**src/rtl/josh_pkg.sv**
```systemverilog
// Shared types and constants for the jump-game controller slice.
// The JOSH_PAUSE_EN build option adds a pause input; the package itself does not change.
package josh_pkg;

  localparam int TICK_DIV_DEF = 833333;
  localparam int SCORE_W_DEF  = 8;

  localparam logic GRAV_DOWN = 1'b0;
  localparam logic GRAV_UP   = 1'b1;

  typedef enum logic [3:0] {
    S_MENU       = 4'd0,
    S_MENU_WAIT  = 4'd1,
    S_WAIT_TICK  = 4'd2,
    S_ERASE      = 4'd3,
    S_ERASE_WAIT = 4'd4,
    S_UPDATE     = 4'd5,
    S_CHECK      = 4'd6,
    S_DRAW       = 4'd7,
    S_DRAW_WAIT  = 4'd8,
    S_OVER       = 4'd9,
    S_OVER_WAIT  = 4'd10
  } state_t;

  function automatic logic in_game(input state_t s);
    case (s)
      S_WAIT_TICK, S_ERASE, S_ERASE_WAIT, S_UPDATE,
      S_CHECK, S_DRAW, S_DRAW_WAIT: in_game = 1'b1;
      default:                      in_game = 1'b0;
    endcase
  endfunction

endpackage

```
**src/rtl/game_sequencer_if.sv**
```systemverilog
// Control/status bundle between the game sequencer and its datapath, plotter and buttons.
// With JOSH_PAUSE_EN defined the bundle also carries the pause button.
interface game_sequencer_if #(parameter int SCORE_W = josh_pkg::SCORE_W_DEF);

  logic go;
  logic grav;
  logic collide;
  logic draw_done;
`ifdef JOSH_PAUSE_EN
  logic pause;
`endif
  logic startgame;
  logic draw_req;
  logic erase;
  logic ld_pos;
  logic grav_dir;
  logic endgame;
  logic [SCORE_W-1:0] score;

  modport master (
`ifdef JOSH_PAUSE_EN
    input  pause,
`endif
    input  go, grav, collide, draw_done,
    output startgame, draw_req, erase, ld_pos, grav_dir, endgame, score
  );

  modport slave (
`ifdef JOSH_PAUSE_EN
    output pause,
`endif
    output go, grav, collide, draw_done,
    input  startgame, draw_req, erase, ld_pos, grav_dir, endgame, score
  );

endinterface

```
**src/rtl/game_sequencer_frame_tick_gen.sv**
```systemverilog
// Frame-rate divider: one-cycle tick every TICK_DIV enabled cycles, counter cleared while disabled.
// With JOSH_PAUSE_EN defined a hold input freezes the count without clearing it.
module frame_tick_gen #(
  parameter int TICK_DIV = josh_pkg::TICK_DIV_DEF
) (
  input  logic clk,
  input  logic resetn,
  input  logic en,
`ifdef JOSH_PAUSE_EN
  input  logic hold,
`endif
  output logic tick
);

  localparam int CNT_W = (TICK_DIV > 2) ? $clog2(TICK_DIV) : 1;
  localparam logic [CNT_W-1:0] CNT_MAX = CNT_W'(TICK_DIV - 1);
  localparam logic [CNT_W-1:0] CNT_ONE = CNT_W'(1);

  logic [CNT_W-1:0] cnt_r;
  logic             hold_s;

`ifdef JOSH_PAUSE_EN
  assign hold_s = hold;
`else
  assign hold_s = 1'b0;
`endif

  // Free-running frame counter, wrapping at TICK_DIV-1.
  always_ff @(posedge clk or negedge resetn) begin
    if (!resetn) begin
      cnt_r <= '0;
    end else if (!en) begin
      cnt_r <= '0;
    end else if (hold_s) begin
      cnt_r <= cnt_r;
    end else if (cnt_r == CNT_MAX) begin
      cnt_r <= '0;
    end else begin
      cnt_r <= cnt_r + CNT_ONE;
    end
  end

  assign tick = en && !hold_s && (cnt_r == CNT_MAX);

endmodule

```
**src/rtl/game_sequencer.sv**
```systemverilog
// Jump-game top-level sequencer: menu/game/over phases, per-frame pipeline, gravity latch, score.
// Defining JOSH_PAUSE_EN adds a pause button that freezes play between frames.
module game_sequencer
  import josh_pkg::*;
#(
  parameter int TICK_DIV = TICK_DIV_DEF,
  parameter int SCORE_W  = SCORE_W_DEF
) (
  input logic              clk,
  input logic              resetn,
  game_sequencer_if.master bus
);

  localparam logic [SCORE_W-1:0] SCORE_ONE = SCORE_W'(1);
  localparam logic [SCORE_W-1:0] SCORE_MAX = {SCORE_W{1'b1}};

  state_t             state_r, state_nxt_s;
  logic               in_game_s, start_s, tick_s, tick_pending_r, paused_s;
  logic               grav_prev_r, grav_rise_s, grav_dir_r;
  logic [SCORE_W-1:0] score_r;
  logic               startgame_r, draw_req_r, erase_r, ld_pos_r, endgame_r;
  logic               startgame_nxt_s, draw_req_nxt_s, erase_nxt_s, ld_pos_nxt_s, endgame_nxt_s;

  assign in_game_s   = in_game(state_r);
  assign start_s     = (state_r == S_MENU_WAIT) && !bus.go;
  assign grav_rise_s = bus.grav && !grav_prev_r;

`ifdef JOSH_PAUSE_EN
  logic pause_prev_r, paused_r;

  // Pause flag: toggled between frames only, dropped when the game is left.
  always_ff @(posedge clk or negedge resetn) begin
    if (!resetn) begin
      pause_prev_r <= 1'b0;
      paused_r     <= 1'b0;
    end else begin
      pause_prev_r <= bus.pause;
      if (!in_game_s) begin
        paused_r <= 1'b0;
      end else if ((state_r == S_WAIT_TICK) && bus.pause && !pause_prev_r) begin
        paused_r <= !paused_r;
      end else begin
        paused_r <= paused_r;
      end
    end
  end

  assign paused_s = paused_r;
`else
  assign paused_s = 1'b0;
`endif

  frame_tick_gen #(.TICK_DIV(TICK_DIV)) u_tick (
    .clk    (clk),
    .resetn (resetn),
    .en     (in_game_s),
`ifdef JOSH_PAUSE_EN
    .hold   (paused_s),
`endif
    .tick   (tick_s)
  );

  // One-deep frame queue; a new tick beats a same-cycle consume.
  always_ff @(posedge clk or negedge resetn) begin
    if (!resetn) begin
      tick_pending_r <= 1'b0;
    end else if (paused_s) begin
      tick_pending_r <= 1'b0;
    end else if (tick_s) begin
      tick_pending_r <= 1'b1;
    end else if (state_r == S_WAIT_TICK) begin
      tick_pending_r <= 1'b0;
    end else begin
      tick_pending_r <= tick_pending_r;
    end
  end

  // State register.
  always_ff @(posedge clk or negedge resetn) begin
    if (!resetn) begin
      state_r <= S_MENU;
    end else begin
      state_r <= state_nxt_s;
    end
  end

  // Next-state logic.
  always_comb begin
    state_nxt_s = state_r;
    case (state_r)
      S_MENU:       if (bus.go)         state_nxt_s = S_MENU_WAIT;  else state_nxt_s = state_r;
      S_MENU_WAIT:  if (!bus.go)        state_nxt_s = S_WAIT_TICK;  else state_nxt_s = state_r;
      S_WAIT_TICK:  if (tick_pending_r && !paused_s)
                                        state_nxt_s = S_ERASE;      else state_nxt_s = state_r;
      S_ERASE:                          state_nxt_s = S_ERASE_WAIT;
      S_ERASE_WAIT: if (bus.draw_done)  state_nxt_s = S_UPDATE;     else state_nxt_s = state_r;
      S_UPDATE:                         state_nxt_s = S_CHECK;
      S_CHECK:      if (bus.collide)    state_nxt_s = S_OVER;       else state_nxt_s = S_DRAW;
      S_DRAW:                           state_nxt_s = S_DRAW_WAIT;
      S_DRAW_WAIT:  if (bus.draw_done)  state_nxt_s = S_WAIT_TICK;  else state_nxt_s = state_r;
      S_OVER:       if (bus.go)         state_nxt_s = S_OVER_WAIT;  else state_nxt_s = state_r;
      S_OVER_WAIT:  if (!bus.go)        state_nxt_s = S_MENU;       else state_nxt_s = state_r;
      default:                          state_nxt_s = S_MENU;
    endcase
  end

  // Moore outputs decoded from the upcoming state so they can be registered without lag.
  always_comb begin
    startgame_nxt_s = in_game(state_nxt_s);
    draw_req_nxt_s  = (state_nxt_s == S_ERASE) || (state_nxt_s == S_DRAW);
    erase_nxt_s     = (state_nxt_s == S_ERASE);
    ld_pos_nxt_s    = (state_nxt_s == S_UPDATE);
    endgame_nxt_s   = (state_nxt_s == S_OVER) || (state_nxt_s == S_OVER_WAIT);
  end

  // Output registers.
  always_ff @(posedge clk or negedge resetn) begin
    if (!resetn) begin
      startgame_r <= 1'b0;
      draw_req_r  <= 1'b0;
      erase_r     <= 1'b0;
      ld_pos_r    <= 1'b0;
      endgame_r   <= 1'b0;
    end else begin
      startgame_r <= startgame_nxt_s;
      draw_req_r  <= draw_req_nxt_s;
      erase_r     <= erase_nxt_s;
      ld_pos_r    <= ld_pos_nxt_s;
      endgame_r   <= endgame_nxt_s;
    end
  end

  // Gravity latch: button edges flip direction only during play.
  always_ff @(posedge clk or negedge resetn) begin
    if (!resetn) begin
      grav_prev_r <= 1'b0;
      grav_dir_r  <= GRAV_DOWN;
    end else begin
      grav_prev_r <= bus.grav;
      if (start_s) begin
        grav_dir_r <= GRAV_DOWN;
      end else if (grav_rise_s && in_game_s && !paused_s) begin
        grav_dir_r <= !grav_dir_r;
      end else begin
        grav_dir_r <= grav_dir_r;
      end
    end
  end

  // Saturating count of completed frames; held after game over until the next start.
  always_ff @(posedge clk or negedge resetn) begin
    if (!resetn) begin
      score_r <= '0;
    end else if (start_s) begin
      score_r <= '0;
    end else if ((state_r == S_DRAW_WAIT) && bus.draw_done && (score_r != SCORE_MAX)) begin
      score_r <= score_r + SCORE_ONE;
    end else begin
      score_r <= score_r;
    end
  end

  assign bus.startgame = startgame_r;
  assign bus.draw_req  = draw_req_r;
  assign bus.erase     = erase_r;
  assign bus.ld_pos    = ld_pos_r;
  assign bus.grav_dir  = grav_dir_r;
  assign bus.endgame   = endgame_r;
  assign bus.score     = score_r;

endmodule

```
**src/flat_wrapper.sv**
```systemverilog
// flat-port wrapper written by rule: the top's interface ports become plain ports
module game_sequencer_flat import josh_pkg::*;
#(
  parameter int TICK_DIV = TICK_DIV_DEF,
  parameter int SCORE_W  = SCORE_W_DEF
)
  (clk, resetn, bus_go, bus_grav, bus_collide, bus_draw_done, bus_startgame, bus_draw_req, bus_erase, bus_ld_pos, bus_grav_dir, bus_endgame, bus_score);
  game_sequencer_if #(.SCORE_W(SCORE_W)) bus_i ();
  input logic clk;
  input logic resetn;
  input wire logic [$bits(bus_i.go)-1:0] bus_go;
  input wire logic [$bits(bus_i.grav)-1:0] bus_grav;
  input wire logic [$bits(bus_i.collide)-1:0] bus_collide;
  input wire logic [$bits(bus_i.draw_done)-1:0] bus_draw_done;
  output wire logic [$bits(bus_i.startgame)-1:0] bus_startgame;
  output wire logic [$bits(bus_i.draw_req)-1:0] bus_draw_req;
  output wire logic [$bits(bus_i.erase)-1:0] bus_erase;
  output wire logic [$bits(bus_i.ld_pos)-1:0] bus_ld_pos;
  output wire logic [$bits(bus_i.grav_dir)-1:0] bus_grav_dir;
  output wire logic [$bits(bus_i.endgame)-1:0] bus_endgame;
  output wire logic [$bits(bus_i.score)-1:0] bus_score;
  assign bus_i.go = bus_go;
  assign bus_i.grav = bus_grav;
  assign bus_i.collide = bus_collide;
  assign bus_i.draw_done = bus_draw_done;
  assign bus_startgame = bus_i.startgame;
  assign bus_draw_req = bus_i.draw_req;
  assign bus_erase = bus_i.erase;
  assign bus_ld_pos = bus_i.ld_pos;
  assign bus_grav_dir = bus_i.grav_dir;
  assign bus_endgame = bus_i.endgame;
  assign bus_score = bus_i.score;
  game_sequencer #(.TICK_DIV(TICK_DIV), .SCORE_W(SCORE_W)) u_core (.clk(clk), .resetn(resetn), .bus(bus_i));
endmodule
```
**config.mk**
```make
export PLATFORM = sky130hd
export DESIGN_NAME = game_sequencer_flat
export DESIGN_NICKNAME = d
export VERILOG_FILES = /design/src/rtl/josh_pkg.sv /design/src/rtl/game_sequencer_if.sv /design/src/rtl/game_sequencer_frame_tick_gen.sv /design/src/rtl/game_sequencer.sv /design/src/flat_wrapper.sv
export SDC_FILE = /design/constraint.sdc
export NUM_CORES = 1
export LEC_CHECK = 0
export BUFFER_PORTS_ARGS = -buffer_cell sky130_fd_sc_hd__buf_2
export CORE_MARGIN = 2
export CORE_UTILIZATION = 60
export CTS_BUF_LIST = sky130_fd_sc_hd__clkbuf_2
export CTS_CLUSTER_SIZE = 40
export DETAILED_ROUTE_END_ITERATION = 7
export PLACE_DENSITY = 0.81
export SYNTH_ARGS = -nofsm -noshare
export SYNTH_HDL_FRONTEND = slang
export SYNTH_SLANG_ARGS = --single-unit
```
**constraint.sdc**
```tcl
create_clock -name clk -period 5.8 [get_ports clk]
set_input_delay 1.45 -clock clk [delete_from_list [all_inputs] [get_ports clk]]
set_output_delay 1.45 -clock clk [all_outputs]
set_load 0.05 [all_outputs]
```
# After elaboration in Yosys (flattened, before gate mapping)
# Index checks and enable logic that the tools add are counted.
dict set report totals {
  input_bits 6
  output_inout_bits 14
  regBits 40
  wordCells 70
}
dict set report classes {
  n_eq_ne 21
  muxes 19
  n_addsub 2
  reduce_logical 17
}
# operator count
set ops {}
lappend ops {{4-bit case mux with 11 select lines} 1}
lappend ops {{20-bit two-way mux} 2}
lappend ops {{4-bit by 3-bit == test with 1-bit output (second input constant)} 8}
lappend ops {{4-bit two-way mux} 8}
lappend ops {{4-bit == test (second input constant)} 6}
lappend ops {{20-bit by 1-bit adder with 20-bit output (second input constant)} 1}
lappend ops {{20-bit == test (second input constant)} 1}
lappend ops {{4-bit by 2-bit == test with 1-bit output (second input constant)} 4}
lappend ops {{8-bit two-way mux} 2}
lappend ops {{7-bit OR reduction} 2}
lappend ops {{8-bit by 1-bit adder with 8-bit output (second input constant)} 1}
lappend ops {{8-bit inequality test (second input constant)} 1}
lappend ops {{1-bit logical AND} 6}
lappend ops {{1-bit two-way mux} 6}
lappend ops {{2-bit nonzero test} 3}
lappend ops {{4-bit by 1-bit == test with 1-bit output (second input constant)} 1}
lappend ops {{4-bit zero test} 1}
lappend ops {{1-bit zero test} 3}
lappend ops {{1-bit logical OR} 2}

# Depth between registers and ports, before layout
# Gate-level depths: netlist of run 1.
dict set report depth {
  depth_word 6
  depth_mapped 7
  ltp_nobuf 6
}

# Cells and area by module
# Synthesis of run 1 repeated with hierarchy kept, for this count alone.
dict set report hier_totals {
  cells_unflattened 220
  hier_area_um2 2144.6
}
# module cells_per_inst instances area_each_um2 seq_area_each_um2
set modules_own_cells {}
lappend modules_own_cells {game_sequencer 108 1 1082.3 500.5}
lappend modules_own_cells {frame_tick_gen 112 1 1062.3 500.5}

# Least setup slack after synthesis of run 1
# Ideal clock, no wire load.
dict set report synth_timing {
  path_type {input to register}
  from {input bus_draw_done}
  to {register u_core.score_r[5] (netlist: u_core.bus.score[5])}
  path_buffers 0
  setup_ns 0.078
  path_stages 3
  required_time_ns 5.722
  path_slack_ns 3.530
  arrival_time_ns 2.192
  path_cell_list {nand3_1 -> or4_1 -> a21oi_1}
}
dict set report synth_via {
  elab_chain_len 3
}
# item line
set synth_lines {}
lappend synth_lines {{from (decl)} flat_wrapper.sv:14} ;# input wire logic [$bits(bus_i.draw_done)-1:0] bus_draw_done;
lappend synth_lines {{1-bit logical AND (2 in series)} game_sequencer.sv:156} ;# end else if ((state_r == S_DRAW_WAIT) && bus.draw_done && (score_r != SCORE_MAX)) begin
lappend synth_lines {{2-bit nonzero test (no source line)} -}
lappend synth_lines {{to (signal assigned)} game_sequencer.sv:157} ;# score_r <= score_r + SCORE_ONE;
lappend synth_lines {{to (signal assigned)} game_sequencer.sv:159} ;# score_r <= score_r;
lappend synth_lines {{to (decl)} game_sequencer.sv:20} ;# logic [SCORE_W-1:0] score_r;
# No other way between the ends.
# A chain may end at the register's enable or synchronous reset.

# Final worst setup path of run 1
dict set report layout_timing {
  from {register u_core.score_r[2] (netlist: u_core.bus.score[2])}
  to {output bus_score[2]}
}
# item line
set layout_rtl {}
lappend layout_rtl {{to (decl)} flat_wrapper.sv:21} ;# output wire logic [$bits(bus_i.score)-1:0] bus_score;
# No word-level cell between the ends.

==> results.json, run 1 <==
{
  "outcome": "finished, final reports clean",
  "slew_headroom_pct": 43.39,
  "routabilityCongestion": 0.8450,
  "num_rows": 21,
  "seqPwrFrac_pct": 48.7,
  "synth_area_per_cell_um2": 9.611,
  "reported_max_cap_violation_count": 0,
  "final_antenna_net_count": 0,
  "initial_utilization_pct": 62.87,
  "dr_total_vias": 1680,
  "power.density_nw_per_um2": 364.3,
  "switchingPower_mw": 0.3702,
  "skew_ns": 0.02172,
  "power.combinational.fraction_pct": 37.6,
  "placement.io_buffers": 19,
  "grt_first_pass_wirelength_um": 7148,
  "detail_route.iter0.violations": 111,
  "setup_viol_count_final": 0,
  "timing_hold_violations_final": 0,
  "net_count_reported_at_finish": 247,
  "multiInputGateArea_um2": 1035,
  "post_drt_via_cell_ratio": 5.915,
  "worst_ep_required_time_ns": 4.35,
  "netSwitchingFraction_pct": 44.87,
  "number_of_synthesized_flops_with_an_enable_pin": 0,
  "worstSkewPairLatency_ns": 0.38,
  "die_width_um": 63.37,
  "synth.ff_latch_count": 40,
  "registers.top_by_ff_count": "u_core.u_tick.cnt_r",
  "min_path_type": "flip-flop to flip-flop",
  "hp-start": "u_core.u_tick.cnt_r[0]",
  "critPathTopFamily": "flip-flops",
  "synth_commonest_cells": "sky130_fd_sc_hd__dfrtp_1, sky130_fd_sc_hd__nor2_1, sky130_fd_sc_hd__xnor2_1",
  "critical_path_buf_inv_count": 1,
  "netlist.top_cell.by_area": "sky130_fd_sc_hd__dfrtp_1",
  "cts.path.max_buffers": 2,
  "min_period_over_period_pct": 45.20,
  "synth_fp_nets": 229,
  "netlist-cell-type-count": 49,
  "final_util_pct": 67.34,
  "detailedPlace.worstSlack_ns": 3.292,
  "die_outline_area_um2": 4015,
  "post_synth_inst_count": 220,
  "worst_max_slew_pin_slew_ns": 0.8491,
  "final_critical_path_setup_slack_ns": 3.178,
  "crit_fanout": 7,
  "cts_hold_buffers": 0,
  "maximum_clock_frequency_mhz": 381.4,
  "worst_setup_hold_path_clk_slew_ns": 0.19,
  "slowest_stage": "sky130_fd_sc_hd__dfrtp_1",
  "critPathArrivalTime_ns": 1.17,
  "cellInternalPower_mw": 0.4548,
  "first_global_vias": 1586,
  "post_synth_main_area_contributors": "sky130_fd_sc_hd__dfrtp_1, sky130_fd_sc_hd__xnor2_1, sky130_fd_sc_hd__nor2_1",
  "worstSetupPathType": "flip-flop to output pin",
  "clockPowerShare_pct": 13.7,
  "nFillCells": 309,
  "grt_setup_unrepaired": "no",
  "yosysTopAreaCellShare_pct": 47.34,
  "crit_path_cell_count": 1,
  "antenna_violations_before_repair": 0,
  "critical_path.max_stage_delay_ns": 0.49,
  "timing.reg2reg.worst_path_depth": 4,
  "globalRouteTotalUtil_pct": 22.57,
  "design.core.area_um2": 3363,
  "holdPathStages": 1,
  "ctsRootBufferMaster": "sky130_fd_sc_hd__clkbuf_2",
  "synthFlopType": "sky130_fd_sc_hd__dfrtp_1",
  "grt_start_max_net_pins": 41,
  "wirelength_um": 4065,
  "half_perimeter_wire_length_after_detailed_placement_um": 2906,
  "detail_route.wl_per_cell_um": 14.31,
  "power.static_leakage_nw": 0.9762,
  "number_of_post_cts_setup_repair_buffers": 0,
  "cts_tree": "built",
  "final-max-slew-violation-count": 0,
  "detail_route.drc_violations": 0,
  "drt_pre_antenna_iters": 4,
  "yosysSeqAreaShare_pct": 47.34,
  "drive_gt1_share_pct": 13.87,
  "syn_area_um2": 2115,
  "crit_path_capture_type": "output pin",
  "cts_inserted_buffers": 5,
  "yosysWarnings": 0,
  "largest_reg_flops": 20,
  "die_h_um": 63.37,
  "globalRouteOverflowTotal": 0,
  "synth.most_common_cell": "sky130_fd_sc_hd__dfrtp_1",
  "insertedDiodeCount": 0,
  "share_of_synthesized_flip_flops_with_an_asynchronous_set_or_reset_pct": 100.0,
  "ports": 20,
  "irDropWorstVdd_mv": 0.1877,
  "cts_repair_resize_count": 0,
  "final.min_clock_period_ns": 2.622,
  "path_cells": "buf_2",
  "crit_start": "u_core.bus.score[2]",
  "clock-sinks": 40,
  "crit-reg2reg-launch": "u_core.u_tick.cnt_r[16]",
  "seq_area_um2": 1001,
  "cp-start-kind": "flip-flop",
  "setup_tns_ns": 0,
  "clock_tree.htree_level_count": 2,
  "layout-area-overhead-vs-synth_pct": 7.100
}
==> path summary, 6_finish.rpt <==
path / slack [ns] / endpoint
max in group asynchronous: 4.10 / u_core.u_tick.cnt_r[2]
min reg2reg: 0.53 / u_core.u_tick.cnt_r[0]
min: 0.53 / u_core.u_tick.cnt_r[0]
max: 3.18 / bus_score[2]
max reg2reg: 3.53 / u_core.u_tick.cnt_r[5]
min in group asynchronous: 1.14 / u_core.u_tick.cnt_r[8]
==> cells by family after synthesis <==
group,synth area share (%)
flip-flops,47.34
adder cells (fa/ha/maj),1.775
XOR/XNOR,7.456
AO/OA/AOI/OAI,13.20
AND/OR/NAND/NOR,25.56
buffers and inverters,3.728
multiplexers,0.9468
==> per-stage QoR <==
step                      hold slack (ns)  instance area (um^2)  cells  power, mW
after global placement             0.4974                  2230    277     0.7112
after CTS                          0.5357                  2265    284     0.8326
final                              0.5302                  2265    284     0.8250
after detailed placement           0.5147                  2230    277     0.7196
after floorplan                    0.4688                  2115    220     0.6572
after global routing               0.5617                  2265    284     0.8843
==> per-layer routing <==
layer  global-route usage [%]  up-vias  wire, um
met5                        0        -         0
met3                    3.929        5       167
met1                    30.80      816      1930
met4                    8.424        0        54
li1                         -      820         -
met2                    36.05       39      1913
==> layout by cell type, fill, tap and decap left out, types with 2 or more instances in the layout <==
cell / instances
sky130_fd_sc_hd__buf_2: 19
sky130_fd_sc_hd__nand2_1: 11
sky130_fd_sc_hd__ha_1: 3
sky130_fd_sc_hd__nor3_1: 5
sky130_fd_sc_hd__a211oi_1: 2
sky130_fd_sc_hd__and2_1: 3
sky130_fd_sc_hd__or4_4: 2
sky130_fd_sc_hd__nand2b_1: 8
sky130_fd_sc_hd__nor3b_1: 2
sky130_fd_sc_hd__nor4_1: 4
sky130_fd_sc_hd__or3_1: 2
sky130_fd_sc_hd__nor2b_1: 2
sky130_fd_sc_hd__mux2i_1: 2
sky130_fd_sc_hd__xnor2_1: 14
sky130_fd_sc_hd__xor2_1: 4
sky130_fd_sc_hd__or4_1: 2
sky130_fd_sc_hd__o21ai_0: 3
sky130_fd_sc_hd__and3_1: 4
sky130_fd_sc_hd__nand3_1: 11
sky130_fd_sc_hd__a21oi_1: 9
sky130_fd_sc_hd__inv_1: 11
sky130_fd_sc_hd__nor2_1: 30
sky130_fd_sc_hd__nand4_1: 8
sky130_fd_sc_hd__dfrtp_1: 40
sky130_fd_sc_hd__o211ai_1: 2
sky130_fd_sc_hd__clkbuf_2: 6
sky130_fd_sc_hd__o21bai_1: 2
sky130_fd_sc_hd__o31ai_1: 3
sky130_fd_sc_hd__o22ai_1: 3
==> power by group through the flow <==
stage / logic (mW) / clock network (mW) / registers, mW
after detailed placement: 0.315 / 0 / 0.405
after global routing: 0.342 / 0.133 / 0.410
after floorplan: 0.221 / 0 / 0.436
after CTS: 0.315 / 0.118 / 0.399
final: 0.310 / 0.113 / 0.402
after global placement: 0.309 / 0 / 0.403
==> cell type report <==
class / instances / area share (%)
Multi-Input combinational cell: 161 / 45.69
Clock inverter: 1 / 0.2210
Clock buffer: 6 / 1.326
Tap cell: 46 / 2.541
Inverter: 11 / 1.823
Timing Repair Buffer: 19 / 4.199
Sequential cell: 40 / 44.20
Note: power is estimated with default switching activity, not from simulation.
==> run 2: changes to the inputs <==
Clock period 5.8 ns to 2.7 ns, I/O delays scaled along.
==> results.json, run 2 (synthesis results as in run 1) <==
{
  "outcome": "finished, final reports clean",
  "post_route_cell_area_um2": 2291,
  "globalRouteOverflowTotal": 0,
  "largest_reg_flops": 20,
  "number_of_post_cts_setup_repair_buffers": 0,
  "area_of_placed_instances_um2": 2252,
  "worst_ep_required_time_ns": 2.97,
  "power.static_leakage_nw": 0.9927,
  "dr_total_vias": 1717,
  "grt_first_pass_wirelength_um": 7445,
  "commonest_non_fill_non_tap_cell_in_the_layout": "sky130_fd_sc_hd__dfrtp_1",
  "initial_utilization_pct": 62.87,
  "irDropWorstVdd_mv": 0.4098,
  "critPathArrivalTime_ns": 2.49,
  "detail_route.drc_violations": 0,
  "die_h_um": 63.37,
  "die_outline_area_um2": 4015,
  "post_drt_via_cell_ratio": 5.962,
  "insertedDiodeCount": 0,
  "ports": 20,
  "final_antenna_net_count": 0,
  "detail_route.iter0.violations": 183,
  "antenna_violations_before_repair": 0,
  "slew_headroom_pct": 42.83,
  "design.core.area_um2": 3363,
  "drt_pre_antenna_iters": 4,
  "layout-area-overhead-vs-synth_pct": 8.343,
  "maximum_clock_frequency_mhz": 449.5,
  "final_critical_path_setup_slack_ns": 0.4753,
  "placement.io_buffers": 19,
  "grt_start_max_net_pins": 41,
  "final-max-slew-violation-count": 0,
  "layout.cells.most_common_list": "sky130_fd_sc_hd__dfrtp_1, sky130_fd_sc_hd__nor2_1, sky130_fd_sc_hd__buf_2, sky130_fd_sc_hd__xnor2_1",
  "num_rows": 21,
  "cp-start-kind": "flip-flop",
  "path_cells": "or4b_1, or4_4, o21ai_4, nor2_1",
  "worst_setup_hold_path_clk_slew_ns": 0.20,
  "globalRouteTotalUtil_pct": 23.39,
  "cts_hold_buffers": 0,
  "clock_tree.htree_level_count": 2,
  "final.min_clock_period_ns": 2.225,
  "crit_path_capture_type": "flip-flop",
  "min_path_type": "input port to asynchronous set/reset pin",
  "crit_path_cell_count": 4,
  "clock-sinks": 40,
  "drive_gt1_share_pct": 14.88,
  "critical_path_buf_inv_count": 0,
  "net_count_reported_at_finish": 250,
  "detail_route.wl_per_cell_um": 14.05,
  "timing.reg2reg.worst_path_depth": 4,
  "die_width_um": 63.37,
  "routabilityCongestion": 0.8003,
  "grt_setup_unrepaired": "no",
  "cts_tree": "built",
  "cts_inserted_buffers": 5,
  "setup_viol_count_final": 0,
  "final_util_pct": 68.12,
  "wirelength_um": 4045,
  "setup_tns_ns": 0,
  "worstSetupPathType": "flip-flop to flip-flop",
  "cts_repair_resize_count": 0,
  "skew_ns": 0.03299,
  "half_perimeter_wire_length_after_detailed_placement_um": 2804,
  "power.density_nw_per_um2": 783.3,
  "critPathTopFamily": "simple AND/OR/NAND/NOR gates",
  "detailedPlace.worstSlack_ns": 0.5126,
  "crit_fanout": 18,
  "worstSkewPairLatency_ns": 0.41,
  "min_period_over_period_pct": 82.40,
  "cts.path.max_buffers": 2,
  "registers.top_by_ff_count": "u_core.u_tick.cnt_r",
  "first_global_vias": 1648,
  "timing_hold_violations_final": 0,
  "slowest_stage": "sky130_fd_sc_hd__or4b_1",
  "critical_path.max_stage_delay_ns": 0.56,
  "worst_max_slew_pin_slew_ns": 0.8576,
  "ctsRootBufferMaster": "sky130_fd_sc_hd__clkbuf_2",
  "reported_max_cap_violation_count": 0
}
[run 2: changes by cell type in the layout (fill, tap and decap cells not counted), sizes merged]
cell | previous run | this run
buf | 19 | 22
clkbuf | 6 | 7
[run 2: path summary, 6_finish.rpt]
kind                                         startpoint  slack (ns)                     end
worst max-delay path            u_core.u_tick.cnt_r[16]        0.48  u_core.u_tick.cnt_r[9]
worst min-delay path                             resetn        0.34      u_core.bus.endgame
worst max register to register  u_core.u_tick.cnt_r[16]        0.48  u_core.u_tick.cnt_r[9]
worst min register to register   u_core.u_tick.cnt_r[0]        0.53  u_core.u_tick.cnt_r[0]
max in group asynchronous                        resetn        1.79  u_core.u_tick.cnt_r[5]
min in group clk                               bus_grav        0.39      u_core.grav_prev_r
[run 2: layer usage]
metal | share of wire (%) | track usage, % | up-vias
met3 | 4.5 | 6.071 | 7
met2 | 47 | 34.34 | 39
met5 | 0 | 0 | -
met1 | 47 | 32.86 | 838
met4 | 1.5 | 9.783 | 0
li1 | - | - | 833
[run 2: stage by stage]
step / hold slack, ns / power, mW / cells
after detailed placement: 0.5145 / 1.552 / 280
after CTS: 0.3785 / 1.808 / 288
final: 0.3433 / 1.795 / 288
after global routing: 0.3601 / 1.940 / 288
after floorplan: 0.3794 / 1.412 / 220
after global placement: 0.4990 / 1.542 / 280
[run 2: final cells by class]
| class | count | area (um^2) |
|---|---|---|
| fillers | 306 | 1072 |
| multi-input cells | 161 | 1035 |
| flip-flops and latches | 40 | 1001 |
| repair buffers | 22 | 117.6 |
| well taps | 46 | 57.56 |
| inverters | 11 | 41.29 |
| clock buffers | 7 | 35.03 |
| clock inverters | 1 | 3.754 |
[run 2: worst reg2reg max path: cells and delay by family (launching register included)]
| kind | cells | cell delay [ns] |
|---|---|---|
| AOI/OAI and AO/OA | 1 | 0.41 |
| DFF | 1 | 0.45 |
| and+or+nand+nor | 3 | 1.22 |
[run 2: where the power goes]
group | switching (mW) | internal, mW | leakage, nW | total (mW)
sequential | 0.150 | 0.692 | 0.544 | 0.842
clock | 0.187 | 0.0692 | 0.0306 | 0.256
combinational | 0.465 | 0.232 | 0.418 | 0.697
==> run 3: changes to the inputs <==
Settings changed: ABC_AREA set to 1, PLACE_DENSITY 0.81 to 0.8.
Clock period 2.7 ns to 2.3 ns, I/O delays scaled along.
==> results.json, run 3 <==
{
  "outcome": "finished, final reports clean",
  "net_count_reported_at_finish": 346,
  "wirelength_um": 4640,
  "gr-usage-met1_pct": 29.39,
  "maximum_clock_frequency_mhz": 564.9,
  "worstSkewPairLatency_ns": 0.40,
  "number_of_post_cts_setup_repair_buffers": 0,
  "grt.busiest_layer": "met2",
  "drive_gt1_share_pct": 13.31,
  "num_rows": 22,
  "power.static_leakage_nw": 1.288,
  "share_of_synthesized_flip_flops_with_an_asynchronous_set_or_reset_pct": 100.0,
  "largest_reg_flops": 20,
  "yosysSeqAreaShare_pct": 44.27,
  "timing.rr.end": "u_core.u_tick.cnt_r[14]",
  "globalRouteTotalUtil_pct": 24.68,
  "skew_ns": 0.01066,
  "cp-start-kind": "flip-flop",
  "synth.most_common_cell": "sky130_fd_sc_hd__nand2_1",
  "seq_area_um2": 1001,
  "worst_max_slew_pin_slew_ns": 0.4948,
  "half_perimeter_wire_length_after_detailed_placement_um": 3428,
  "whs_ns": 0.1865,
  "grt_setup_unrepaired": "no",
  "clock-sinks": 40,
  "detail_route.wl_per_cell_um": 12.02,
  "ctsRootBufferMaster": "sky130_fd_sc_hd__clkbuf_2",
  "drt_pre_antenna_iters": 5,
  "first_global_vias": 1947,
  "post_synth_inst_count": 311,
  "die_h_um": 65.39,
  "timing_hold_violations_final": 0,
  "synth.ff_latch_count": 40,
  "yosysTopAreaCellShare_pct": 44.27,
  "power.density_nw_per_um2": 910.1,
  "irDropWorstVdd_mv": 0.6658,
  "cts_hold_buffers": 0,
  "cts.path.max_buffers": 2,
  "grt_first_pass_wirelength_um": 8128,
  "number_of_synthesized_flops_with_an_enable_pin": 0,
  "detail_route.drc_violations": 0,
  "routabilityCongestion": 0.9329,
  "detail_route.iter0.violations": 155,
  "timing.reg2reg.worst_path_depth": 7,
  "clock_tree.htree_level_count": 2,
  "insertedDiodeCount": 0,
  "worstSetupPathType": "flip-flop to flip-flop",
  "design.core.area_um2": 3633,
  "multiInputGateArea_um2": 1081,
  "critPathArrivalTime_ns": 2.08,
  "synth_fp_nets": 320,
  "final-max-slew-violation-count": 0,
  "area_of_placed_instances_um2": 2419,
  "netlist-cell-type-count": 26,
  "yosysWarnings": 0,
  "reported_max_cap_violation_count": 0,
  "globalRouteOverflowTotal": 0,
  "nFillCells": 358,
  "syn_area_um2": 2261,
  "final.min_clock_period_ns": 1.770,
  "commonest_non_fill_non_tap_cell_in_the_layout": "sky130_fd_sc_hd__nand2_1",
  "initial_utilization_pct": 62.22,
  "post_synth_main_area_contributors": "sky130_fd_sc_hd__dfrtp_1, sky130_fd_sc_hd__nand2_1, sky130_fd_sc_hd__nor2_1",
  "synthFlopType": "sky130_fd_sc_hd__dfrtp_1",
  "crit_path_capture_type": "flip-flop",
  "global_route.usage.met3_pct": 5.822,
  "slew_headroom_pct": 67.01,
  "ports": 20,
  "final_antenna_net_count": 0,
  "die_outline_area_um2": 4275,
  "crit-reg2reg-launch": "u_core.u_tick.cnt_r[0]",
  "setup_viol_count_final": 0,
  "layout-area-overhead-vs-synth_pct": 8.689,
  "worst_setup_hold_path_clk_slew_ns": 0.20,
  "grt_start_max_net_pins": 41,
  "layout.cells.most_common_list": "sky130_fd_sc_hd__nand2_1, sky130_fd_sc_hd__nor2_1, sky130_fd_sc_hd__inv_1, sky130_fd_sc_hd__dfrtp_1, sky130_fd_sc_hd__nand3_1",
  "synth_area_per_cell_um2": 7.270,
  "detailedPlace.worstSlack_ns": 0.5608,
  "worst_ep_required_time_ns": 2.61,
  "final_critical_path_setup_slack_ns": 0.5298,
  "grt_use_met2_pct": 42.86,
  "post_route_cell_area_um2": 2457,
  "min_path_type": "input port to asynchronous set/reset pin",
  "r2r_setup_slack_ns": 0.53,
  "die_width_um": 65.39,
  "cts_repair_resize_count": 0,
  "crit_fanout": 6,
  "min_period_over_period_pct": 76.97,
  "synth_commonest_cells": "sky130_fd_sc_hd__nand2_1, sky130_fd_sc_hd__nor2_1, sky130_fd_sc_hd__inv_1",
  "cts_tree": "built",
  "registers.top_by_ff_count": "u_core.u_tick.cnt_r",
  "antenna_violations_before_repair": 0,
  "setup_tns_ns": 0,
  "placement.io_buffers": 19,
  "dr_total_vias": 1998,
  "cts_inserted_buffers": 5,
  "netlist.top_cell.by_area": "sky130_fd_sc_hd__dfrtp_1",
  "post_drt_via_cell_ratio": 5.176
}
==> run 3: cell count changes after synthesis, sizes merged, moves of 4 or more <==
cell / delta
nand2b: -8
xnor2: -11
nor4: -4
or4: -4
nand2: +70
nand3: +23
nor2: +35
o21ai: +6
clkbuf: -7
inv: +34
==> run 3: area by class of cell <==
| class | count | area share, % |
|---|---|---|
| repair buffers | 20 | 4.175 |
| multi-input cells | 225 | 43.99 |
| flip-flops and latches | 40 | 40.73 |
| inverters | 45 | 7.077 |
| clock inverters | 1 | 0.1527 |
| well taps | 48 | 2.444 |
| clock buffers | 7 | 1.426 |
==> run 3: kinds of logic after synthesis <==
family / synth area share, %
xor+xnor: 3.487
simple gates: 37.47
flops: 44.27
buf+inv: 7.914
compound gates: 5.202
fa+ha+maj: 1.660
==> run 3: worst max-delay path by stage <==
| stage | from | endpoint | slack (ns) | depth (start not counted) |
|---|---|---|---|---|
| after floorplan | u_core.bus.score[0] | u_core.bus.score[6] | 0.62 | 9 |
| after global placement | u_core.u_tick.cnt_r[0] | u_core.u_tick.cnt_r[14] | 0.58 | 7 |
| after detailed placement | u_core.u_tick.cnt_r[0] | u_core.u_tick.cnt_r[14] | 0.56 | 7 |
| after CTS | u_core.bus.score[3] | bus_score[3] | 0.52 | 1 |
| after global routing | u_core.u_tick.cnt_r[0] | u_core.u_tick.cnt_r[14] | 0.29 | 7 |
| final | u_core.u_tick.cnt_r[0] | u_core.u_tick.cnt_r[14] | 0.53 | 7 |
==> run 3: critical path: stages (launching register included) <==
cell,delay (ns)
sky130_fd_sc_hd__dfrtp_1,0.48
sky130_fd_sc_hd__ha_1,0.20
sky130_fd_sc_hd__nand2_1,0.08
sky130_fd_sc_hd__nor2_1,0.32
sky130_fd_sc_hd__nand3_1,0.18
sky130_fd_sc_hd__nor2_1,0.17
sky130_fd_sc_hd__xor2_1,0.19
sky130_fd_sc_hd__nor2_1,0.06
==> run 3: per-layer routing <==
layer / part of all wire (%) / up-vias
met3: 4.7 / 6
li1: - / 1022
met1: 44 / 918
met2: 50 / 52
met4: 1.0 / 0
met5: 0 / -
==> run 3: power by group <==
| group | total (mW) | switching (mW) | internal (mW) |
|---|---|---|---|
| combinational | 1.01 | 0.759 | 0.250 |
| sequential | 0.918 | 0.108 | 0.810 |
| clock | 0.309 | 0.228 | 0.0814 |
==> run 3: per-stage QoR <==
stage | total power, mW | std cells | util [%]
4_1_cts | 2.248 | 386 | 67.63
3_5_place_dp | 1.943 | 378 | 66.56
5_1_grt | 2.400 | 386 | 67.63
6_report | 2.236 | 386 | 67.63
3_3_place_gp | 1.933 | 378 | 66.56
2_1_floorplan | 1.696 | 311 | -
